$ cat config.mk
export PLATFORM = sky130hd
export DESIGN_NAME = imem_loader
export DESIGN_NICKNAME = d
export VERILOG_FILES = /design/src/rtl/imem_loader.sv
export SDC_FILE = /design/constraint.sdc
export NUM_CORES = 1
export LEC_CHECK = 0
export ABC_CLOCK_PERIOD_IN_PS = 2500
export CORE_ASPECT_RATIO = 0.5
export CORE_UTILIZATION = 47
export DETAILED_ROUTE_END_ITERATION = 10
export PLACE_DENSITY_LB_ADDON = 0.25
export SYNTH_ARGS = -nofsm -noshare
export SYNTH_HDL_FRONTEND = slang
export SYNTH_SLANG_ARGS = --single-unit
$ cat constraint.sdc
create_clock -name clk -period 2.5 [get_ports clk]
set_input_delay 0.375 -clock clk [delete_from_list [all_inputs] [get_ports clk]]
set_output_delay 0.375 -clock clk [all_outputs]
set_load 0.1 [all_outputs]
$ cat src/rtl/imem_loader.sv
// Boot loader: packs a length-prefixed little-endian byte stream into 32-bit words
// and writes them to instruction memory while holding the core in reset.
module imem_loader #(
    parameter int          MAX_WORDS = 64,
    parameter logic [63:0] BASE_ADDR = 64'd0
) (
    input  logic        clk,
    input  logic        reset,
    input  logic        restart,
    input  logic        in_valid,
    input  logic [7:0]  in_byte,
    output logic        in_ready,
    output logic        imem_we,
    output logic [63:0] imem_addr,
    output logic [31:0] imem_wdata,
    output logic        core_hold,
    output logic        done,
    output logic        overflow
);

    typedef enum logic [1:0] {LEN_LO, LEN_HI, DATA, DONE} state_t;

    localparam logic [31:0] MAX_W = 32'(MAX_WORDS);

    state_t      state_reg, state_next;
    logic [15:0] n_reg;
    logic [1:0]  byte_cnt_reg;
    logic [15:0] word_idx_reg;
    logic [23:0] asm_reg;     // first three bytes of the word being assembled
    logic        xfer;
    logic        word_done;
    logic        last_word;
    logic [31:0] word;

    assign in_ready  = (state_reg != DONE) & reset;
    assign xfer      = in_valid & in_ready;
    assign word_done = xfer & (state_reg == DATA) & (byte_cnt_reg == 2'd3);
    assign last_word = (word_idx_reg + 16'd1) == n_reg;
    assign word      = {in_byte, asm_reg};

    always_ff @(posedge clk or negedge reset) begin
        if (!reset) begin
            state_reg <= LEN_LO;
        end else begin
            state_reg <= state_next;
        end
    end

    always_comb begin
        state_next = state_reg;
        case (state_reg)
            LEN_LO: if (xfer) state_next = LEN_HI;
            LEN_HI: if (xfer) state_next = ({in_byte, n_reg[7:0]} == 16'd0) ? DONE : DATA;
            DATA:   if (word_done && last_word) state_next = DONE;
            DONE:   if (restart) state_next = LEN_LO;
            default: state_next = LEN_LO;
        endcase
    end

    always_ff @(posedge clk or negedge reset) begin
        if (!reset) begin
            n_reg        <= 16'd0;
            byte_cnt_reg <= 2'd0;
            word_idx_reg <= 16'd0;
            asm_reg      <= 24'd0;
            imem_we      <= 1'b0;
            imem_addr    <= BASE_ADDR;
            imem_wdata   <= 32'd0;
            core_hold    <= 1'b1;
            done         <= 1'b0;
            overflow     <= 1'b0;
        end else begin
            imem_we <= 1'b0;
            case (state_reg)
                LEN_LO: begin
                    if (xfer) n_reg[7:0] <= in_byte;
                end
                LEN_HI: begin
                    if (xfer) begin
                        n_reg[15:8]  <= in_byte;
                        byte_cnt_reg <= 2'd0;
                        word_idx_reg <= 16'd0;
                    end
                end
                DATA: begin
                    if (xfer) begin
                        asm_reg      <= {in_byte, asm_reg[23:8]};
                        byte_cnt_reg <= byte_cnt_reg + 2'd1;
                        if (byte_cnt_reg == 2'd3) begin
                            imem_wdata   <= word;
                            imem_addr    <= BASE_ADDR + {46'd0, word_idx_reg, 2'b00};
                            // Words past capacity are consumed but never written.
                            if ({16'd0, word_idx_reg} < MAX_W) begin
                                imem_we <= 1'b1;
                            end else begin
                                overflow <= 1'b1;
                            end
                            word_idx_reg <= word_idx_reg + 16'd1;
                        end
                    end
                end
                DONE: begin
                    if (restart) begin
                        done         <= 1'b0;
                        overflow     <= 1'b0;
                        word_idx_reg <= 16'd0;
                        core_hold    <= 1'b1;
                    end else begin
                        // One edge after entering DONE, so the last write is already sampled.
                        done      <= 1'b1;
                        core_hold <= 1'b0;
                    end
                end
                default: ;
            endcase
        end
    end

endmodule

==> metrics.txt <==
top-count cell post-synth=dfrtp_1; width of the die=156 µm; part of the cycle the worst path needs=0.908; CTS tree=yes; GP Congestion=0.819; combinational power share=0.400; area of the multi-input gates=2400 µm²; leak pwr=3.27 nW; Reg power frac=0.381; largest family of logic cells by synthesized area=multiplexers; Synth cell types=47; core area=11,200 µm²; critical path endpoint category=register; Pint=4.01 mW; sw frac=0.415; Arr. time, crit path=2.48 ns; diode count=0; Worst setup SP type=register; fin. max-slew vios=0; Post-Route Utilization=0.584; Worst Tran Pin Value=0.769 ns; area added between synthesis and finish=18.4%; initial drt markers=167; Switching Power=2.84 mW; clock share of power=0.219; vias in the first global route=3,449; ys flop type=dfrtp_1; Synthesis Warnings=0; final instance area=6570 µm²; post-route minimum period=2.27 ns; drt wl/cell=15.1 µm; CTS H-tree depth=3; CTS root buf=clkbuf_16; setup ws final=0.230 ns; Synth Area in Adders=0.0158; Die Area=12,300 µm²; PortBufs=64; standard-cell row count=27; Routed Antenna Nets=0; Avg Inst Size Synth=12.0 µm²; Placed Area=6250 µm²; PD cells=1040 nW/µm²; Max IR drop VDD=606 µV; post-synthesis sequential area ratio=0.505; pre-CTS setup slack=0.0479 ns; synth cell count leaders=111 x dfrtp_1, 89 x mux2_2, 51 x buf_4; Detailed Routing Iterations Pass 1=4; XOR/XNOR share of the synthesized area=0.0363; Starting Density=0.493; # IOs=113; Vias per Instance=5.00; Post-synth EDFFs=0; global-route wire length before repair=17,900 µm; post-cts gate resize count=0; sum of negative setup slack=0 ns; status=finished, final reports clean; drt total wl=10,700 µm; simple-gate area share of the yosys netlist=0.0886; Reg area=2800 µm²; Clock transition at path regs=0.07 ns; max FFs per register=32; postcts setup bufs=0; Critical Path RT=2.71 ns; share of cells above drive strength 1=0.364; clk sink count=112; Synth Instances=462; Setup Crit Path Kind=register to register; Hold Path Class=input port to async pin; Die Height=78.8 µm; Setup Skew=0.00758 ns; area fraction in compound gates after synthesis=0.0728; final hold violation count=0; Clk Latency, worst-skew pair=0.35 ns; global route overflow=0; final setup fails=0; Hold-fix buffers, CTS=0; Worst slew margin=0.487; nets=564; # fillers=965; HPWL Detailed=7640 µm; Min Hold Slack=0.167 ns; drc violations=0; initial antenna violation count=0; Synth area leader=dfrtp_1; All-Layer GR Usage=0.191; ys async rst share=1.00; number of CTS-inserted buffers=9; Mapped Area=5550 µm²; Clock Tree Buf Depth=2; Yosys top cell area share=0.501; top post-synthesis cells by area=dfrtp_1 50%, mux2_2 18%, buf_4 6.9%, xnor2_1 2.5%, a22o_1 2.1%; max_cap viols=0; mux contribution to synthesized area=0.186; largest net degree at the start of global routing=63; Vias=3,543; crit-path max FO=6; f_max=441 MHz; Seq cells post-synth=112; RSZ-0062 raised after global routing=false
## cells in the final DEF, fill, tap and decap left out, types with 3 or more instances in the layout
| master | n |
|---|---|
| a21o_1 | 6 |
| a21oi_1 | 7 |
| a22o_1 | 13 |
| a31oi_1 | 3 |
| and3_1 | 3 |
| and4_1 | 4 |
| buf_12 | 3 |
| buf_4 | 87 |
| clkbuf_16 | 9 |
| clkdlybuf4s50_1 | 10 |
| conb_1 | 48 |
| dfrtp_1 | 111 |
| ha_1 | 7 |
| inv_1 | 10 |
| mux2_2 | 89 |
| mux2i_1 | 3 |
| nand2_1 | 22 |
| nand3_1 | 15 |
| nand4_1 | 3 |
| nor2_1 | 8 |
| nor2b_1 | 4 |
| nor3_1 | 8 |
| nor4_1 | 7 |
| o21ai_0 | 6 |
| o31ai_1 | 6 |
| or3_1 | 4 |
| xnor2_1 | 16 |
| xor2_1 | 7 |
## per-layer routing
metal,vias up,track usage,share of wire
li1,1707,-,-
met1,1726,0.258,0.48
met2,102,0.300,0.45
met3,8,0.0519,0.060
met4,0,0.0588,0.0094
met5,-,0,0
## per-stage QoR
step,cells,power [mW]
6_report,709,6.85
5_1_grt,709,7.23
4_1_cts,709,6.93
3_5_place_dp,693,5.41
3_3_place_gp,693,5.34
2_1_floorplan,509,4.77
## critical path: stages (launching register included)
cell       delay, ns
dfrtp_1         0.46
ha_1            0.24
and3b_1         0.23
and3_2          0.21
nand4_2         0.10
a2111oi_4       0.34
nand4_2         0.15
o311ai_2        0.26
o221ai_1        0.16
## worst paths after layout
path,start,end,slack [ns],cells after the start
min,reset,imem_wdata[5]$_DFFE_PN0P_,0.17,2
max,state_reg[0]$_DFFE_PN0P_,state_reg[1]$_DFFE_PN0P_,0.23,8
min in group clk,core_hold$_DFFE_PN1N_,core_hold$_DFFE_PN1N_,0.47,2
max in group asynchronous,reset,word_idx_reg[14]$_DFFE_PN0P_,1.09,3
min reg2reg,core_hold$_DFFE_PN1N_,core_hold$_DFFE_PN1N_,0.47,2
max reg2reg,state_reg[0]$_DFFE_PN0P_,state_reg[1]$_DFFE_PN0P_,0.23,8
## power groups by stage
stage | sequential, mW | combinational (mW) | clock, mW
after floorplan | 3.22 | 1.55 | 0
after global placement | 2.63 | 2.71 | 0
after detailed placement | 2.65 | 2.76 | 0
after CTS | 2.62 | 2.76 | 1.55
after global routing | 2.68 | 2.94 | 1.61
final | 2.61 | 2.74 | 1.50
## area by class of cell
cell class,count,share of cell area
Clock buffer,12,0.0391
Clock inverter,4,0.00895
Inverter,10,0.00572
Multi-Input combinational cell,312,0.365
Sequential cell,112,0.427
Tap cell,159,0.0303
Timing Repair Buffer,100,0.124
## cell families (layout without fill, tap and decap cells)
family                   count (synthesis)  in the layout
AO/OA/AOI/OAI                           52             52
adder cells (fa/ha/maj)                  7              7
buffers and inverters                   85            126
AND/OR/NAND/NOR                         90             90
flip-flops                             112            112
multiplexers                            92             92
other                                    1             48
XOR/XNOR                                23             23
Note: power is estimated with default switching activity, not from simulation.
==> edit 1: new RTL, same settings <==
Encoding of `state_t`: now one-hot (4 bits for 4 states).
--- a/src/rtl/imem_loader.sv
+++ b/src/rtl/imem_loader.sv
@@ -20,3 +20,3 @@
 
-    typedef enum logic [1:0] {LEN_LO, LEN_HI, DATA, DONE} state_t;
+    typedef enum logic [3:0] {LEN_LO = 4'b0001, LEN_HI = 4'b0010, DATA = 4'b0100, DONE = 4'b1000} state_t;
 
Formal check against the unedited RTL: no difference found for any inputs over 10 cycles, from zero or initial values and one cycle with reset low; not proved beyond that.
==> edit 1 against the unedited design <==
First-iteration DRC count rose by 65%. Non-clock buffer count fell by 12. Utilization rose by 1.1 points. Wire length rose by 16%. Cell area rose by 2.0%. Sequential cell count rose by 2. Area after synthesis rose by 0.14%. Setup slack got worse by 0.11 ns.
Power is not compared: it rests on default switching activity, and its combinational part moved more than twofold at a synthesized area within 25%.
==> edit 1: results <==
[logic_synthesis]
synth_common_cells = 162 x nand2_1, 112 x dfrtp_1, 48 x buf_4, 40 x mux2_2, 30 x o21ai_0
ys_types = 53
yosysSeqAreaShare_pct = 51.38

[floorplanning]
initial_core_util_pct = 49.39

[global_routing]
first_global_vias = 3893
grt_pass1_wl_mm = 20.25
track_usage_pct = 21.70
grt_max_degree = 69

[sta]
worst_slew_pin_slew_ns = 0.7356
fmaxAchievable_ghz = 0.4206
fin_worst_skew_ns = 0.007144

[route]
vias = 4149
first_iter_violations = 276
first_pass_iters = 5
wire_per_inst_microns = 15.19

[run_status]
status = finished, final reports clean

[critical_path]
crit_start = word_idx_reg[1]
arrival_ns = 2.66
worstReg2RegEnd = state_reg[2]
ff2ff_path_depth = 7
r2r_slack_ns = 0.12

[placed_design]
dp_slack_ns = 0.1056
placed_cell_area_sq_um = 6146
dp_cells = 780
dp_hpwl_mm = 8.257
finalWeightedCongestion = 0.8849

[layout]
drive_gt1_share_pct = 24.46
fin_cells = 813

[power]
leakage_nw = 3.380
ir_drop_v = 0.0005124

[cts]
cts_buffers = 17
edit 1: cell type report:
class                   count  area (sq um)
flip-flops and latches    114          2855
well taps                 159         198.9
clock inverters            12         83.83
repair buffers             88         725.7
multi-input cells         418          2369
fillers                   961          4553
inverters                   2         7.507
clock buffers              20         456.7
edit 1: logic make-up (layout without fill, tap and decap cells):
| kind of cell | Yosys count | count (layout) | synth area share, % |
|---|---|---|---|
| compound gates | 66 | 66 | 7.476 |
| xor+xnor | 22 | 22 | 3.468 |
| fa+ha+maj | 2 | 2 | 0.4503 |
| buf+inv | 80 | 122 | 9.277 |
| flops | 114 | 114 | 51.38 |
| mux | 40 | 40 | 8.106 |
| other cells | 1 | 48 | 0.06749 |
| simple gates | 240 | 240 | 19.77 |
edit 1: power by group:
group,internal [mW],switching [mW]
sequential,1.93,0.101
combinational,0.180,0.478
clock,1.32,0.883
edit 1: worst max path at each step:
stage                               to  cells after the start
after floorplan               in_ready                      3
after global placement    state_reg[2]                      7
after detailed placement  state_reg[2]                      7
after CTS                 state_reg[2]                      7
after global routing      state_reg[2]                      7
final                     state_reg[2]                      7
edit 1: worst max-delay path, stage by stage, from the launching register on:
cell and delay [ns]:
dfrtp_1 0.44, ha_1 0.23, and4_4 0.24, a32o_1 0.23, a2111oi_2 0.37, o2111ai_1 0.25, a2111oi_1 0.41, a21oi_1 0.07
edit 1: routing by layer:
metal  global-route usage [%]  vias up  routed length, microns  part of all wire [%]
li1                         -     1975                       -                     -
met3                    4.694       15                     574                   4.6
met2                    31.97      137                    5309                    43
met1                    31.60     2022                    6309                    51
met5                        0        -                       0                     0
met4                    7.647        0                     157                   1.3
edit 1: timing repair:
action                                  4_1_cts  5_1_grt
setup buffers                                 0        0
endpoints found under the setup margin        0        0
hold buffers                                  1        0
endpoints found under the hold margin         6        0
==> edit 2: new RTL, config.mk and constraints unchanged <==
Without the edit above. Set the parameter `MAX_WORDS` to 48 (it was 64).
--- a/src/rtl/imem_loader.sv
+++ b/src/rtl/imem_loader.sv
@@ -3,3 +3,3 @@
 module imem_loader #(
-    parameter int          MAX_WORDS = 64,
+    parameter int          MAX_WORDS = 48,
     parameter logic [63:0] BASE_ADDR = 64'd0
Formal check against the unedited RTL: no difference found for any inputs over 10 cycles, from zero or initial values and one cycle with reset low; that may be too few to reach the edited logic, so the function may still have changed.
==> edit 2 against the unedited design <==
Clock power is 5% lower. Cell area is 0.95% lower. Combinational power is 5% lower. Cell count is 1.1% lower. Clock skew is 0.0024 ns higher. Sequential cell count stayed put. Synthesized cell count is 0.65% lower. Sequential share of layout area is 0.43 points higher. Area after synthesis is 0.14% lower. Total power is 3.4% lower. Wire length is 4.6% higher. Critical path depth stayed put. Setup slack worse by 0.11 ns. Highest routed layer unchanged.
==> edit 2: results <==
[layout]
multi_input_cells = 315
multiInputGateArea_sq_um = 2417
final-nonclk-buf-share_pct = 11.69
drive_gt1_share_pct = 37.64
clkbuf_count = 9
clock_cell_area_share_pct = 4.616

[route]
met1_length_mm = 5.522
first_iter_violations = 221
wirelength_mm = 11.18
via_per_inst = 5.195
wl_met3_microns = 707

[placed_design]
dp_cells = 685
dp_slack_ns = 0.005986
dp_hpwl_mm = 7.877
placed_cell_area_sq_um = 6193

[critical_path]
arrival_ns = 2.62
cpPeakStageDelay_ns = 0.44
path_delay_family = simple AND/OR/NAND/NOR gates

[run_status]
status = finished, final reports clean

[global_routing]
track_usage_pct = 19.58
met2_usage_pct = 29.33
grt_pass1_wl_mm = 18.40
first_global_vias = 3470

[power]
swShare_pct = 41.23
total_power_mw = 6.620
edit 2: changes by cell type after synthesis, moves of 4 or more:
cell,delta
o21ai_0,+12
a22o_1,-10
nand2_1,-8
and2_1,+7
xnor2_1,-6
inv_1,-4
nand4_1,+4
edit 2: final timing paths:
check	from	end	slack [ns]	cells after the start
worst min register to register	done	done	0.49	1
worst min-delay path	reset	n_reg[10]	0.11	2
worst max register to register	state_reg[0]	state_reg[1]	0.12	8
max in group asynchronous	reset	word_idx_reg[6]	1.06	3
min in group clk	done	done	0.49	1
worst max-delay path	state_reg[0]	state_reg[1]	0.12	8
edit 2: kinds of logic after synthesis:
kind of cell | share of synthesized area [%]
fa+ha+maj | 1.580
simple gates | 9.753
mux | 18.33
buf+inv | 9.167
compound gates | 7.339
other cells | 0.06767
flops | 50.60
xor+xnor | 3.161
